**config.mk**
```make
export PLATFORM = sky130hd
export DESIGN_NAME = pulse_sequencer_flat
export DESIGN_NICKNAME = d
export VERILOG_FILES = /design/src/rtl/pulse_sequencer_if.sv /design/src/rtl/pulse_sequencer.sv /design/src/flat_wrapper.sv
export SDC_FILE = /design/constraint.sdc
export NUM_CORES = 1
export LEC_CHECK = 0
export ABC_AREA = 1
export BUFFER_PORTS_ARGS = -buffer_cell sky130_fd_sc_hd__buf_2
export CAP_MARGIN = 10
export CORE_MARGIN = 10
export CORE_UTILIZATION = 55
export DETAILED_ROUTE_END_ITERATION = 8
export GPL_TIMING_DRIVEN = 0
export PLACE_DENSITY = 0.72
export SYNTH_ARGS = -nofsm -noshare
export SYNTH_HDL_FRONTEND = slang
export SYNTH_SLANG_ARGS = --single-unit
```
**constraint.sdc**
```tcl
create_clock -name clk -period 4.1 [get_ports clk]
set_clock_uncertainty 0.15 [all_clocks]
set_input_delay 0 -clock clk [delete_from_list [all_inputs] [get_ports clk]]
set_output_delay 0 -clock clk [all_outputs]
set_load 0.01 [all_outputs]
```
**src/rtl/pulse_sequencer_if.sv**
```systemverilog
// Config/status bundle between the register logic and the pulse sequencer.
// master drives config and strobes; slave is the sequencer itself.
interface pulse_sequencer_if #(
    parameter int CNT_W = 32,
    parameter int NUM_W = 16
);
    logic             start;
    logic             abort;
    logic [CNT_W-1:0] delay_cyc;
    logic [CNT_W-1:0] high_cyc;
    logic [CNT_W-1:0] low_cyc;
    logic [NUM_W-1:0] num_pulses;
    logic             pulse_out;
    logic             busy;
    logic             done;
    logic             aborted;
    logic             cfg_err;
    logic [NUM_W-1:0] pulses_sent;

    modport master (
        output start, abort, delay_cyc, high_cyc, low_cyc, num_pulses,
        input  pulse_out, busy, done, aborted, cfg_err, pulses_sent
    );

    modport slave (
        input  start, abort, delay_cyc, high_cyc, low_cyc, num_pulses,
        output pulse_out, busy, done, aborted, cfg_err, pulses_sent
    );
endinterface

```
**src/rtl/pulse_sequencer.sv**
```systemverilog
// Restartable pulse-train generator: delay, then N pulses of programmable
// high/low width. All status outputs and pulse_out come straight from flops.
module pulse_sequencer #(
    parameter int CNT_W = 32,
    parameter int NUM_W = 16
) (
    input  logic              clk,
    input  logic              rst,
    pulse_sequencer_if.slave  bus
);
    typedef enum logic [1:0] {
        IDLE,
        DELAY,
        HIGH,
        LOW
    } state_t;

    localparam logic [CNT_W-1:0] CNT_ONE = CNT_W'(1);
    localparam logic [NUM_W-1:0] NUM_ONE = NUM_W'(1);

    state_t           state_q,   state_d;
    logic [CNT_W-1:0] cnt_q,     cnt_d;
    logic [CNT_W-1:0] high_q,    high_d;
    logic [CNT_W-1:0] low_q,     low_d;
    logic [NUM_W-1:0] num_q,     num_d;
    logic [NUM_W-1:0] sent_q,    sent_d;
    logic             pulse_q,   pulse_d;
    logic             busy_q,    busy_d;
    logic             done_q,    done_d;
    logic             abrt_q,    abrt_d;
    logic             cerr_q,    cerr_d;
    logic             cfg_ok;
    logic             last_pulse;

    assign cfg_ok = (bus.high_cyc != '0) && (bus.num_pulses != '0) &&
                    ((bus.num_pulses == NUM_ONE) || (bus.low_cyc != '0));

    // sent_q < num_q always holds in HIGH, so this add never wraps
    assign last_pulse = (sent_q + NUM_ONE) == num_q;

    always_comb begin
        state_d = state_q;
        cnt_d   = cnt_q;
        high_d  = high_q;
        low_d   = low_q;
        num_d   = num_q;
        sent_d  = sent_q;
        done_d  = 1'b0;
        abrt_d  = 1'b0;
        cerr_d  = 1'b0;

        if (bus.abort && state_q != IDLE) begin
            state_d = IDLE;
            abrt_d  = 1'b1;
        end else begin
            unique case (state_q)
                IDLE: begin
                    if (bus.start && !bus.abort) begin
                        if (cfg_ok) begin
                            high_d = bus.high_cyc;
                            low_d  = bus.low_cyc;
                            num_d  = bus.num_pulses;
                            sent_d = '0;
                            if (bus.delay_cyc != '0) begin
                                state_d = DELAY;
                                cnt_d   = bus.delay_cyc - CNT_ONE;
                            end else begin
                                state_d = HIGH;
                                cnt_d   = bus.high_cyc - CNT_ONE;
                            end
                        end else begin
                            cerr_d = 1'b1;
                        end
                    end
                end
                DELAY: begin
                    if (cnt_q == '0) begin
                        state_d = HIGH;
                        cnt_d   = high_q - CNT_ONE;
                    end else begin
                        cnt_d = cnt_q - CNT_ONE;
                    end
                end
                HIGH: begin
                    if (cnt_q == '0) begin
                        sent_d = sent_q + NUM_ONE;
                        if (last_pulse) begin
                            state_d = IDLE;
                            done_d  = 1'b1;
                        end else begin
                            state_d = LOW;
                            cnt_d   = low_q - CNT_ONE;
                        end
                    end else begin
                        cnt_d = cnt_q - CNT_ONE;
                    end
                end
                LOW: begin
                    if (cnt_q == '0) begin
                        state_d = HIGH;
                        cnt_d   = high_q - CNT_ONE;
                    end else begin
                        cnt_d = cnt_q - CNT_ONE;
                    end
                end
                default: state_d = IDLE;
            endcase
        end

        pulse_d = (state_d == HIGH);
        busy_d  = (state_d != IDLE);
    end

    always_ff @(posedge clk or posedge rst) begin
        if (rst) begin
            state_q <= IDLE;
            cnt_q   <= '0;
            high_q  <= '0;
            low_q   <= '0;
            num_q   <= '0;
            sent_q  <= '0;
            pulse_q <= 1'b0;
            busy_q  <= 1'b0;
            done_q  <= 1'b0;
            abrt_q  <= 1'b0;
            cerr_q  <= 1'b0;
        end else begin
            state_q <= state_d;
            cnt_q   <= cnt_d;
            high_q  <= high_d;
            low_q   <= low_d;
            num_q   <= num_d;
            sent_q  <= sent_d;
            pulse_q <= pulse_d;
            busy_q  <= busy_d;
            done_q  <= done_d;
            abrt_q  <= abrt_d;
            cerr_q  <= cerr_d;
        end
    end

    assign bus.pulse_out   = pulse_q;
    assign bus.busy        = busy_q;
    assign bus.done        = done_q;
    assign bus.aborted     = abrt_q;
    assign bus.cfg_err     = cerr_q;
    assign bus.pulses_sent = sent_q;
endmodule

```
**src/flat_wrapper.sv**
```systemverilog
// flat-port wrapper written by rule: the top's interface ports become plain ports
module pulse_sequencer_flat 
#(
    parameter int CNT_W = 32,
    parameter int NUM_W = 16
)
  (clk, rst, bus_start, bus_abort, bus_delay_cyc, bus_high_cyc, bus_low_cyc, bus_num_pulses, bus_pulse_out, bus_busy, bus_done, bus_aborted, bus_cfg_err, bus_pulses_sent);
  pulse_sequencer_if #(.CNT_W(CNT_W), .NUM_W(NUM_W)) bus_i ();
  input  logic clk;
  input  logic rst;
  input wire logic [$bits(bus_i.start)-1:0] bus_start;
  input wire logic [$bits(bus_i.abort)-1:0] bus_abort;
  input wire logic [$bits(bus_i.delay_cyc)-1:0] bus_delay_cyc;
  input wire logic [$bits(bus_i.high_cyc)-1:0] bus_high_cyc;
  input wire logic [$bits(bus_i.low_cyc)-1:0] bus_low_cyc;
  input wire logic [$bits(bus_i.num_pulses)-1:0] bus_num_pulses;
  output wire logic [$bits(bus_i.pulse_out)-1:0] bus_pulse_out;
  output wire logic [$bits(bus_i.busy)-1:0] bus_busy;
  output wire logic [$bits(bus_i.done)-1:0] bus_done;
  output wire logic [$bits(bus_i.aborted)-1:0] bus_aborted;
  output wire logic [$bits(bus_i.cfg_err)-1:0] bus_cfg_err;
  output wire logic [$bits(bus_i.pulses_sent)-1:0] bus_pulses_sent;
  assign bus_i.start = bus_start;
  assign bus_i.abort = bus_abort;
  assign bus_i.delay_cyc = bus_delay_cyc;
  assign bus_i.high_cyc = bus_high_cyc;
  assign bus_i.low_cyc = bus_low_cyc;
  assign bus_i.num_pulses = bus_num_pulses;
  assign bus_pulse_out = bus_i.pulse_out;
  assign bus_busy = bus_i.busy;
  assign bus_done = bus_i.done;
  assign bus_aborted = bus_i.aborted;
  assign bus_cfg_err = bus_i.cfg_err;
  assign bus_pulses_sent = bus_i.pulses_sent;
  pulse_sequencer #(.CNT_W(CNT_W), .NUM_W(NUM_W)) u_core (.clk(clk), .rst(rst), .bus(bus_i));
endmodule
```
==> run metrics, run 1 <==
status finished, final reports clean; syn_nets around 1.9k; via count 13.7k; final setup violation count 0; flop-to-flop setup slack 0.88 ns; Sw Ratio 49.6%; post-synthesis cell area 0.0114 sq mm; Post-Synth XOR/XNOR Area 4.23%; Worst Hold Slack 0.0332 ns; setup TNS 0 ns; Root Buffer clkbuf_16; Congestion Overflow GR 0; largest net degree at the start of global routing 101; Yosys reg bits between 100 and 150; Area Growth Syn to Fin 22.8%; max_slew headroom 39.1%; worst-skew pair later-pin latency 0.44 ns; logic gate share of total power just under 50%; Cells after Synth 1823; Yosys warnings 0; commonest non-fill, non-tap cell in the layout nand2_1; RePlAce Congestion around 1.1; layout cells sized above 1 between 10% and 20%; mean number of vias per cell 5.80; Async SR Flop Fraction 100%; Post-layout nets 2198; Critical Path End u_core.cnt_q[14]; Worst EP required 4.28 ns; hpwl dp about 36000 um; Die ar. approximately 0.027 sq mm; total wire length between 40000 and 50000 um; most frequent cells in the layout nand2_1, nor2_1, inv_1; Bufs on Longest Clock Path 2; Max Cap Violations 0; Worst Max-Slew Pin Slew 0.913 ns; Reg clk slew, reported paths 0.07 ns; post-CTS setup buffer count 0; die extent in x 164 um; Final Critical Period 3.22 ns; Primary FF master, synth dfrtp_1; initial antenna violation count 1; htree depth 4; CP Max Fanout 10; VDD IR max between 0.4 and 0.5 mV; Flop pwr share about a third; core area just over 0.02 sq mm; TritonCTS clock tree built; TritonCTS Sinks roughly 140; EDFF count, synth 0; Hold/Removal Path Class in -> reg; PD cells about 570 mW/mm^2; Simple-Gate Fraction of Synth Area 42.0%; # rows 52; global-route wire length before repair 71700 um; reg2reg path depth 11; vias in the first global route 12.9k; largest family of logic cells by synthesized area simple AND/OR/NAND/NOR gates; Critical Path AT 3.39 ns; R2R Path End u_core.cnt_q[14]; max-slew violations 0; Die Y 164 um; initial drt markers 2026; total I/O pin count 137; Leak 6.68 nW; Synth Area in Adders less than 1%; critical path class reg -> reg; Initial Util 56.2%; Worst setup SP type flop; router iterations before antenna repair 6; Clock Power Share about a fifth; Seq/Total Area, Yosys 29.5%; Syn Area/Cell 6.28 sq um; GRT Overall Usage 34.4%; multiplexer area fraction after synthesis 1.87%; Unique masters post-synth 54; cell internal pwr 4.06 mW; Util after Layout 69.0%; Setup crit start u_core.state_q[0]; number of routed nets with antenna violations 0; unrepaired setup endpoints after global routing false; Fin. Hold Viols 0; switching power roughly 4 mW; Synth Area in Compound Gates 12.5%; fmax 0.311 GHz; wire per inst about 20 um; PortBufs 136; DRC Markers 0; period utilisation layout 78.5%; CTS Buf Count 17; Worst setup EP type flop; worst r2r src u_core.state_q[0]
==> power by group through the flow <==
| stage | Combinational [mW] | Sequential, mW | Clock (mW) |
|---|---|---|---|
| 4_1_cts | 3.79 | 2.49 | 1.57 |
| 3_3_place_gp | 3.62 | 2.50 | 0 |
| 5_1_grt | 4.24 | 2.58 | 1.63 |
| 6_report | 3.95 | 2.53 | 1.58 |
| 3_5_place_dp | 3.68 | 2.50 | 0 |
| 2_1_floorplan | 2.57 | 2.31 | 0 |
==> kinds of logic (layout without fill, tap and decap cells) <==
kind of cell / count (synthesis) / in the layout
mux: 19 / 19
other cells: 0 / 1
buf+inv: 253 / 519
simple gates: 1111 / 1111
compound gates: 247 / 247
xor+xnor: 52 / 52
fa+ha+maj: 6 / 6
flops: 135 / 135
==> metrics by stage <==
step | power, mW | std cells | setup WS, ns | cell area, sq um
after floorplan | 4.88 | 1823 | 0.339 | 11400
after CTS | 7.85 | 2359 | 1.04 | 14100
after global placement | 6.12 | 2229 | -1.43 | 12500
final | 8.06 | 2360 | 0.881 | 14100
after global routing | 8.46 | 2360 | 0.772 | 14100
after detailed placement | 6.18 | 2230 | 1.07 | 12500
==> Yosys cell counts, types with 9 or more instances <==
cell | count | area (sq um)
dfrtp_1 | 135 | 3380
o21ai_2 | 12 | 105
nand3_1 | 133 | 666
nor3_1 | 19 | 95.1
o21ai_0 | 98 | 490
a21boi_1 | 13 | 97.6
a21oi_1 | 71 | 355
clkbuf_1 | 19 | 71.3
nor2_1 | 315 | 1180
nand4_1 | 37 | 231
nor4_1 | 19 | 119
o211ai_1 | 9 | 67.6
buf_2 | 12 | 60.1
nand2_1 | 514 | 1930
inv_1 | 197 | 739
nand2_2 | 21 | 131
nor2_2 | 21 | 131
mux2_2 | 19 | 214
xor2_1 | 45 | 394
o31ai_1 | 10 | 75.1
buf_6 | 9 | 101
==> state kept, by name, indices dropped and copies added, names as in the netlist <==
name / count
u_core.high_q: 32
u_core.bus.done: 1
u_core.cnt_q: 32
u_core.num_q: 16
u_core.bus.cfg_err: 1
u_core.low_q: 32
u_core.bus.aborted: 1
u_core.bus.pulse_out: 1
u_core.bus.pulses_sent: 16
u_core.bus.busy: 1
u_core.state_q: 2
==> worst min-delay path by stage <==
stage | startpoint | endpoint | slack [ns] | cells past startpoint
floorplan | bus_abort | u_core.bus.done | -0.08 | 1
finish | bus_delay_cyc[18] | u_core.cnt_q[18] | 0.03 | 7
global route | bus_delay_cyc[18] | u_core.cnt_q[18] | 0.07 | 7
CTS | bus_delay_cyc[18] | u_core.cnt_q[18] | 0.02 | 7
global placement | bus_abort | u_core.bus.done | 0.06 | 2
detailed placement | rst | u_core.high_q[24] | -0.11 | 2
==> per-layer routing <==
metal	GRT usage, %	share of wire (%)
met5	0	0
met1	43.0	39
met4	16.6	5.2
met3	6.56	11
met2	55.9	46
==> worst max-delay path, stage by stage (launching register included) <==
cell and delay [ns]:
dfrtp_1 0.34, clkbuf_1 0.38, inv_1 0.19, nand2_1 0.12
clkbuf_1 0.60, inv_1 0.11, buf_2 0.22, buf_1 0.31
a31oi_1 0.45, nand2_1 0.10, nand2_1 0.08, o21ai_2 0.05
==> area by class of cell <==
type                    instances  area, sq um
repair buffers                234         1680
well taps                     270          338
fillers                      1790         6310
multi-input cells            1435         7020
plain buffers                  51          297
diodes                          1         2.50
inverters                     202          763
clock inverters                15          160
clock buffers                  17          425
flip-flops and latches        135         3380
==> repair_timing <==
item | in CTS | in global routing
endpoints found under the hold margin | 232 | 0
hold buffers | 97 | 0
setup endpoints to repair | 0 | 0
resized for setup | 0 | 0
Power figures use the tool's default switching activity.
==> run 2, diff against run 1 <==
ABC_AREA = 0   (was 1)
PLACE_DENSITY = 0.73   (was 0.72)
clock period = 3.06 ns   (was 4.1 ns; I/O delays follow)
==> run 2 against run 1 <==
- the flow now finishes with violations (hold timing, setup timing)
- register-to-register slack got worse by 1.2 ns
- sequential power grew 4%
- global-route usage is 3.6 points lower
- wire length is 18% lower
- hold slack got worse by 0.040 ns
- synthesized cell count down 38%
- critical path depth shrank 2
- largest power group is now registers
- total power fell by 17%
- largest cell class unchanged
- critical path type unchanged
- final area down 2.9%
- non-clock buffer count up 61
==> run metrics, run 2 <==
status complete, but fails checks; failing checks hold timing, setup timing; Fin. Hold Viols 1 (+1); post-route worst setup slack -0.349 ns (-1.23 ns); Die ar. 0.0232 sq mm (-14%); VDD IR max 0.418 mV (+4.3%); htree depth 4 (unchanged); Leak 5.46 nW (-18%); DRC Markers 0 (unchanged); TritonCTS clock tree built; total I/O pin count 137 (unchanged); # diodes 0 (-1); worst r2r src u_core.cnt_q[15]; total wire length 38700 um (-18%); # rows 48 (-7.7%); Syn Area/Cell 8.56 sq um (+36%); post-synth top area share 35.1% (+5.6 points); via count 11.0k (-20%); PD cells 491 mW/mm^2 (-14%); top cells by count, synth dfrtp_1, nor2_1, a21oi_1; EDFF count, synth 0 (unchanged); period utilisation layout 111% (+33 points); Die Y 152 um (-7.3%); max-slew violations 0 (unchanged); Post-layout nets 1557 (-29%); Worst setup SP type flop; Congestion Overflow GR 0 (unchanged); multiplexer area fraction after synthesis 10.0% (+8.1 points); initial drt markers 1198 (-41%); cell accounting for the most synthesized area dfrtp_1; Primary FF master, synth dfrtp_1; Final Critical Period 3.41 ns (+0.190 ns); Worst setup EP type flop; post-synthesis cell area 0.00962 sq mm (-16%); commonest non-fill, non-tap cell in the layout dfrtp_1; wire per inst 23.1 um (+15%); most frequent cells in the layout dfrtp_1, buf_2, nor2_1, dlygate4sd3_1, mux2_2; Seq/Total Area, Yosys 35.1% (+5.6 points); Hold/Removal Path Class in -> reg; worst-skew pair later-pin latency 0.43 ns (about the same); Cells after Synth 1123 (-38%); Critical Path AT 3.57 ns (+0.18 ns); global-route wire length before repair 58000 um (-19%); core area 0.0172 sq mm (-15%); cell chain of the critical path or4_4 > or4_4 > or4_4 > buf_6 > a221o_1 > buf_6 > buf_12 > o21ai_2 > o31ai_1; Area Growth Syn to Fin 41.9%; Post-Synth XOR/XNOR Area 9.84% (+5.6 points); flop-to-flop setup slack -0.35 ns (-1.23 ns); final setup violation count 51 (+51); max_slew headroom 39.0% (-0.18 points); placed inst area 0.0108 sq mm (-14%); Async SR Flop Fraction 100% (unchanged); RePlAce Congestion 1.02 (-3.9%); hpwl dp 25300 um (-29%); Synth area leaders dfrtp_1, mux2_2, xor2_1; Worst EP required 3.22 ns (-1.06 ns); syn_nets 1245 (-36%); die extent in x 152 um (-7.3%); Simple-Gate Fraction of Synth Area 23.5% (-18 points); reg2reg path depth 9 (-2); number of fill cells 1156 (-35%); largest family of logic cells by synthesized area simple AND/OR/NAND/NOR gates; count leader, synth dfrtp_1; R2R Path End u_core.bus.pulses_sent[11]; Yosys reg bits 135 (unchanged); slowest stage cell, crit path or4_4; Max Cap Violations 0 (unchanged); area occupied by multi-input gates 0.00668 sq mm (-4.9%); Yosys warnings 0 (unchanged); Bufs on Longest Clock Path 2 (unchanged); Synth Area in Adders 0.781% (+0.12 points); CP Max Fanout 10 (unchanged); initial antenna violation count 0 (-1); GRT Overall Usage 30.7% (-3.6 points); Worst Hold Slack -0.00701 ns (-0.0402 ns); Post-Layout Inst Area 0.0136 sq mm (-2.9%); Worst Max-Slew Pin Slew 0.904 ns (-0.00874 ns); DP Worst Slack -1.18 ns (-2.25 ns); unrepaired setup endpoints after global routing true; Largest regs u_core.cnt_q x32, u_core.high_q x32, u_core.low_q x32; Unique masters post-synth 70 (+30%); critical path class reg -> reg; mean number of vias per cell 6.58 (+13%); Worst Hold Path EP u_core.cnt_q[19]; CTS Buf Count 17 (unchanged); vias in the first global route 10.8k (-17%); TritonCTS Sinks 135 (unchanged); fmax 0.293 GHz (-5.6%); area occupied by registers 0.00339 sq mm (+0.26%); Synth Area in Compound Gates 17.7% (+5.1 points); Worst path most repeated cell or4_4; biggest cell delay along the critical path 0.57 ns (-0.03 ns); router iterations before antenna repair 6 (unchanged); hold_sp bus_delay_cyc[19]; PortBufs 135 (-0.74%); Initial Util 55.8% (-0.43 points); largest net degree at the start of global routing 42 (-58%); number of routed nets with antenna violations 0 (unchanged); Reg clk slew, reported paths 0.06 ns (about the same); layout cells sized above 1 31.8% (+17 points); Root Buffer clkbuf_16; hold path cells 5 (-2)
[run 2: worst max-delay path by stage]
stage	from	to	slack, ns	depth (start not counted)
floorplan	u_core.cnt_q[23]	u_core.bus.pulses_sent[9]	-0.08	9
CTS	u_core.cnt_q[23]	u_core.bus.pulses_sent[14]	-0.24	9
finish	u_core.cnt_q[15]	u_core.bus.pulses_sent[11]	-0.35	9
global route	u_core.cnt_q[7]	u_core.bus.pulses_sent[14]	-0.41	9
global placement	bus_delay_cyc[17]	u_core.cnt_q[30]	-1.20	17
detailed placement	bus_delay_cyc[27]	u_core.cnt_q[30]	-1.18	17
[run 2: cells by family (layout without fill, tap and decap cells)]
kind of cell,count (synthesis),count (layout)
simple gates,444,444
compound gates,270,271
flops,135,135
xor+xnor,108,108
mux,86,86
buf+inv,74,397
fa+ha+maj,6,6
[run 2: layout make-up]
type                    instances  share of cell area [%]
multi-input cells             915                    48.9
flip-flops and latches        135                    24.8
plain buffers                  51                    2.70
clock inverters                 8                   0.889
inverters                      20                   0.578
clock buffers                  23                    3.50
repair buffers                295                    16.5
well taps                     225                    2.06
[run 2: what timing repair did]
item | CTS | global route
hold endpoints to repair | 132 | 0
setup buffers | 32 | 24
gates resized for setup | 134 | 100
pin swaps | 32 | 33
setup endpoints to repair | 108 | 87
gates cloned | 6 | 1
hold buffers | 97 | 0
[run 2: power by group]
group,switching [mW],internal [mW]
clock network,0.797,1.34
registers,0.477,2.15
logic,0.979,0.960
[run 2: metal layers]
layer  part of all wire, %  GRT usage, %  up-vias  wire length, um
li1                      -             -     4812                -
met1                    38          37.4     5331            14600
met2                    48          49.6      700            18500
met3                    10          8.33      158             3850
met4                   4.6          14.5        0             1800
met5                     0             0        -                0
[run 2: critical path: cells and delay by family, from the launching register on]
family | cells | cell delay [ns]
and+or+nand+nor | 3 | 1.60
AOI/OAI and AO/OA | 3 | 0.65
buffers and inverters | 3 | 0.47
DFF | 1 | 0.40
[run 2: through the flow]
stage	power [mW]	instances	setup TNS [ns]	util [%]
3_3_place_gp	4.01	1483	-48.70	62.1
6_report	6.71	1672	-13.61	79.2
4_1_cts	6.45	1650	-6.78	76.2
5_1_grt	6.95	1672	-16.63	79.2
3_5_place_dp	4.07	1486	-49.97	62.5
2_1_floorplan	3.53	1123	-0.578	-
==> run 3, diff against run 2 <==
CORE_UTILIZATION = 29   (was 55)
PLACE_DENSITY = 0.42   (was 0.73)
==> run 3 against run 2 <==
- the run still ends with hold timing, setup timing left
- register-to-register slack is essentially flat
- wire length rose by 6.1%
- final area up 2.0%
- utilization fell by 36 points
- non-clock buffer count unchanged
- sequential power is essentially flat
- largest cell class unchanged
==> run metrics, run 3 (same netlist as run 2, synthesis figures left out) <==
max-slew violations 0 (unchanged); DRC Markers 0 (unchanged); wire per inst 21.7 um (-6.1%); mean number of vias per cell 5.39 (-18%); most frequent cells in the layout buf_2, dfrtp_1, dlygate4sd3_1; core area 0.0326 sq mm (+89%); Placed Cells incl. Taps 1704 (+15%); R2R Path End u_core.cnt_q[27]; hold_sp bus_delay_cyc[2]; Worst setup EP type flop; status complete, but fails checks; max_slew headroom 23.0% (-16 points); total wire length 41000 um (+6.1%); Post-Layout Inst Area 0.0139 sq mm (+2.0%); Hold/Removal Path Class in -> reg; final setup violation count 51 (unchanged); htree depth 4 (unchanged); Reg clk slew, reported paths 0.07 ns (about the same); Worst Hold Path EP u_core.cnt_q[2]; PD cells 466 mW/mm^2 (-5.2%); PortBufs 135 (unchanged); Fin. Hold Viols 1 (unchanged); Initial Util 29.5% (-26 points); critical path class reg -> reg; CTS Buf Count 17 (unchanged); commonest non-fill, non-tap cell in the layout buf_2; DP Worst Slack -1.15 ns (+0.0320 ns); VDD IR max 0.396 mV (-5.4%); Root Buffer clkbuf_16; hold path cells 5 (unchanged); RePlAce Congestion 0.923 (-9.1%); # rows 66 (+38%); unrepaired setup endpoints after global routing true; router iterations before antenna repair 7 (+1); fin cells 1889 (+13%); initial antenna violation count 0 (unchanged); setup TNS -11.71 ns (+1.89 ns); Largest regs u_core.cnt_q x32, u_core.high_q x32, u_core.low_q x32; Congestion Overflow GR 0 (unchanged); fmax 0.294 GHz (+0.26%); Worst EP required 3.23 ns (about the same); failing checks hold timing, setup timing; vias in the first global route 10.4k (-3.7%); flop-to-flop setup slack -0.34 ns (about the same); TritonCTS clock tree built; number of routed nets with antenna violations 0 (unchanged); Bufs on Longest Clock Path 2 (unchanged); period utilisation layout 111% (-0.29 points); total I/O pin count 137 (unchanged); # diodes 0 (unchanged); TritonCTS Sinks 135 (unchanged); post-route worst setup slack -0.340 ns (+0.00895 ns); worst r2r src u_core.bus.pulses_sent[0]; die extent in x 202 um (+33%); initial drt markers 648 (-46%); Post-layout nets 1556 (-0.064%); GRT Overall Usage 19.5% (-11 points); worst-skew pair later-pin latency 0.44 ns (about the same); Die ar. 0.0408 sq mm (+76%); Final Critical Period 3.40 ns (-0.00895 ns); Area Growth Syn to Fin 44.8%; layout cells sized above 1 32.4% (+0.62 points); Critical Path AT 3.57 ns (about the same); reg2reg path depth 11 (+2); Leak 5.47 nW (+0.11%); hpwl dp 30600 um (+21%); Worst Max-Slew Pin Slew 1.16 ns (+0.252 ns); Die Y 202 um (+33%); Util after Layout 42.7% (-36 points); via count 10.2k (-7.5%); global-route wire length before repair 62100 um (+7.1%); total power 6.49 mW (-3.3%); largest net degree at the start of global routing 38 (-9.5%); CP Max Fanout 9 (-1); Max Cap Violations 0 (unchanged); Worst setup SP type flop; placed inst area 0.0111 sq mm (+2.7%); Worst Hold Slack -0.00408 ns (+0.00294 ns)
## run 3: repair_timing
| item | CTS | global route |
|---|---|---|
| resized for setup | 106 | 132 |
| setup buffers | 24 | 29 |
| cloned | 6 | 1 |
| hold buffers | 98 | 0 |
| hold endpoints to repair | 141 | 0 |
| pin swaps | 22 | 38 |
| setup endpoints to repair | 133 | 86 |
## run 3: per-layer routing
metal / part of all wire [%] / global-route usage [%] / routed length (um) / vias to the layer above
met5: 0 / 0 / 0 / -
met4: 0.76 / 3.36 / 313 / 0
met3: 4.1 / 2.69 / 1670 / 25
met2: 50 / 33.5 / 20500 / 249
met1: 45 / 25.7 / 18600 / 5124
li1: - / - / - / 4782
## run 3: layout make-up
cell class                 instances  area, sq um
multi-input combinational        914         6700
clock inverter                    15          120
buffer                            50          367
clock buffer                      17          425
tap                              442          553
inverter                          20         78.8
timing repair buffer             296         2300
sequential                       135         3390
fill                            3284        18700
## run 3: worst max-delay path by stage
stage	from	end	slack, ns	cells past startpoint
6_report	u_core.bus.pulses_sent[0]	u_core.cnt_q[27]	-0.34	11
2_1_floorplan	u_core.cnt_q[23]	u_core.bus.pulses_sent[9]	-0.08	9
3_3_place_gp	bus_delay_cyc[3]	u_core.cnt_q[30]	-1.25	17
5_1_grt	u_core.bus.pulses_sent[0]	u_core.cnt_q[27]	-0.40	11
3_5_place_dp	bus_delay_cyc[3]	u_core.cnt_q[30]	-1.15	17
4_1_cts	u_core.cnt_q[16]	u_core.bus.pulses_sent[9]	-0.37	9
## run 3: where the power goes
part | switching, mW | total [mW] | leakage, nW | internal [mW]
clock network | 0.926 | 1.98 | 0.249 | 1.05
logic | 0.943 | 1.89 | 3.59 | 0.949
registers | 0.468 | 2.62 | 1.63 | 2.15
total | 2.34 | 6.49 | 5.47 | 4.15
## run 3: worst max-delay path, stage by stage, from the launching register on
cell and delay [ns]:
dfrtp_2 0.44, ha_4 0.19, nand3_4 0.15, or4_1 0.58, a221oi_2 0.33, o211ai_1 0.25, nor4_4 0.42, a211oi_4 0.09
buf_12 0.17, buf_8 0.12, clkbuf_16 0.15, a32o_1 0.24
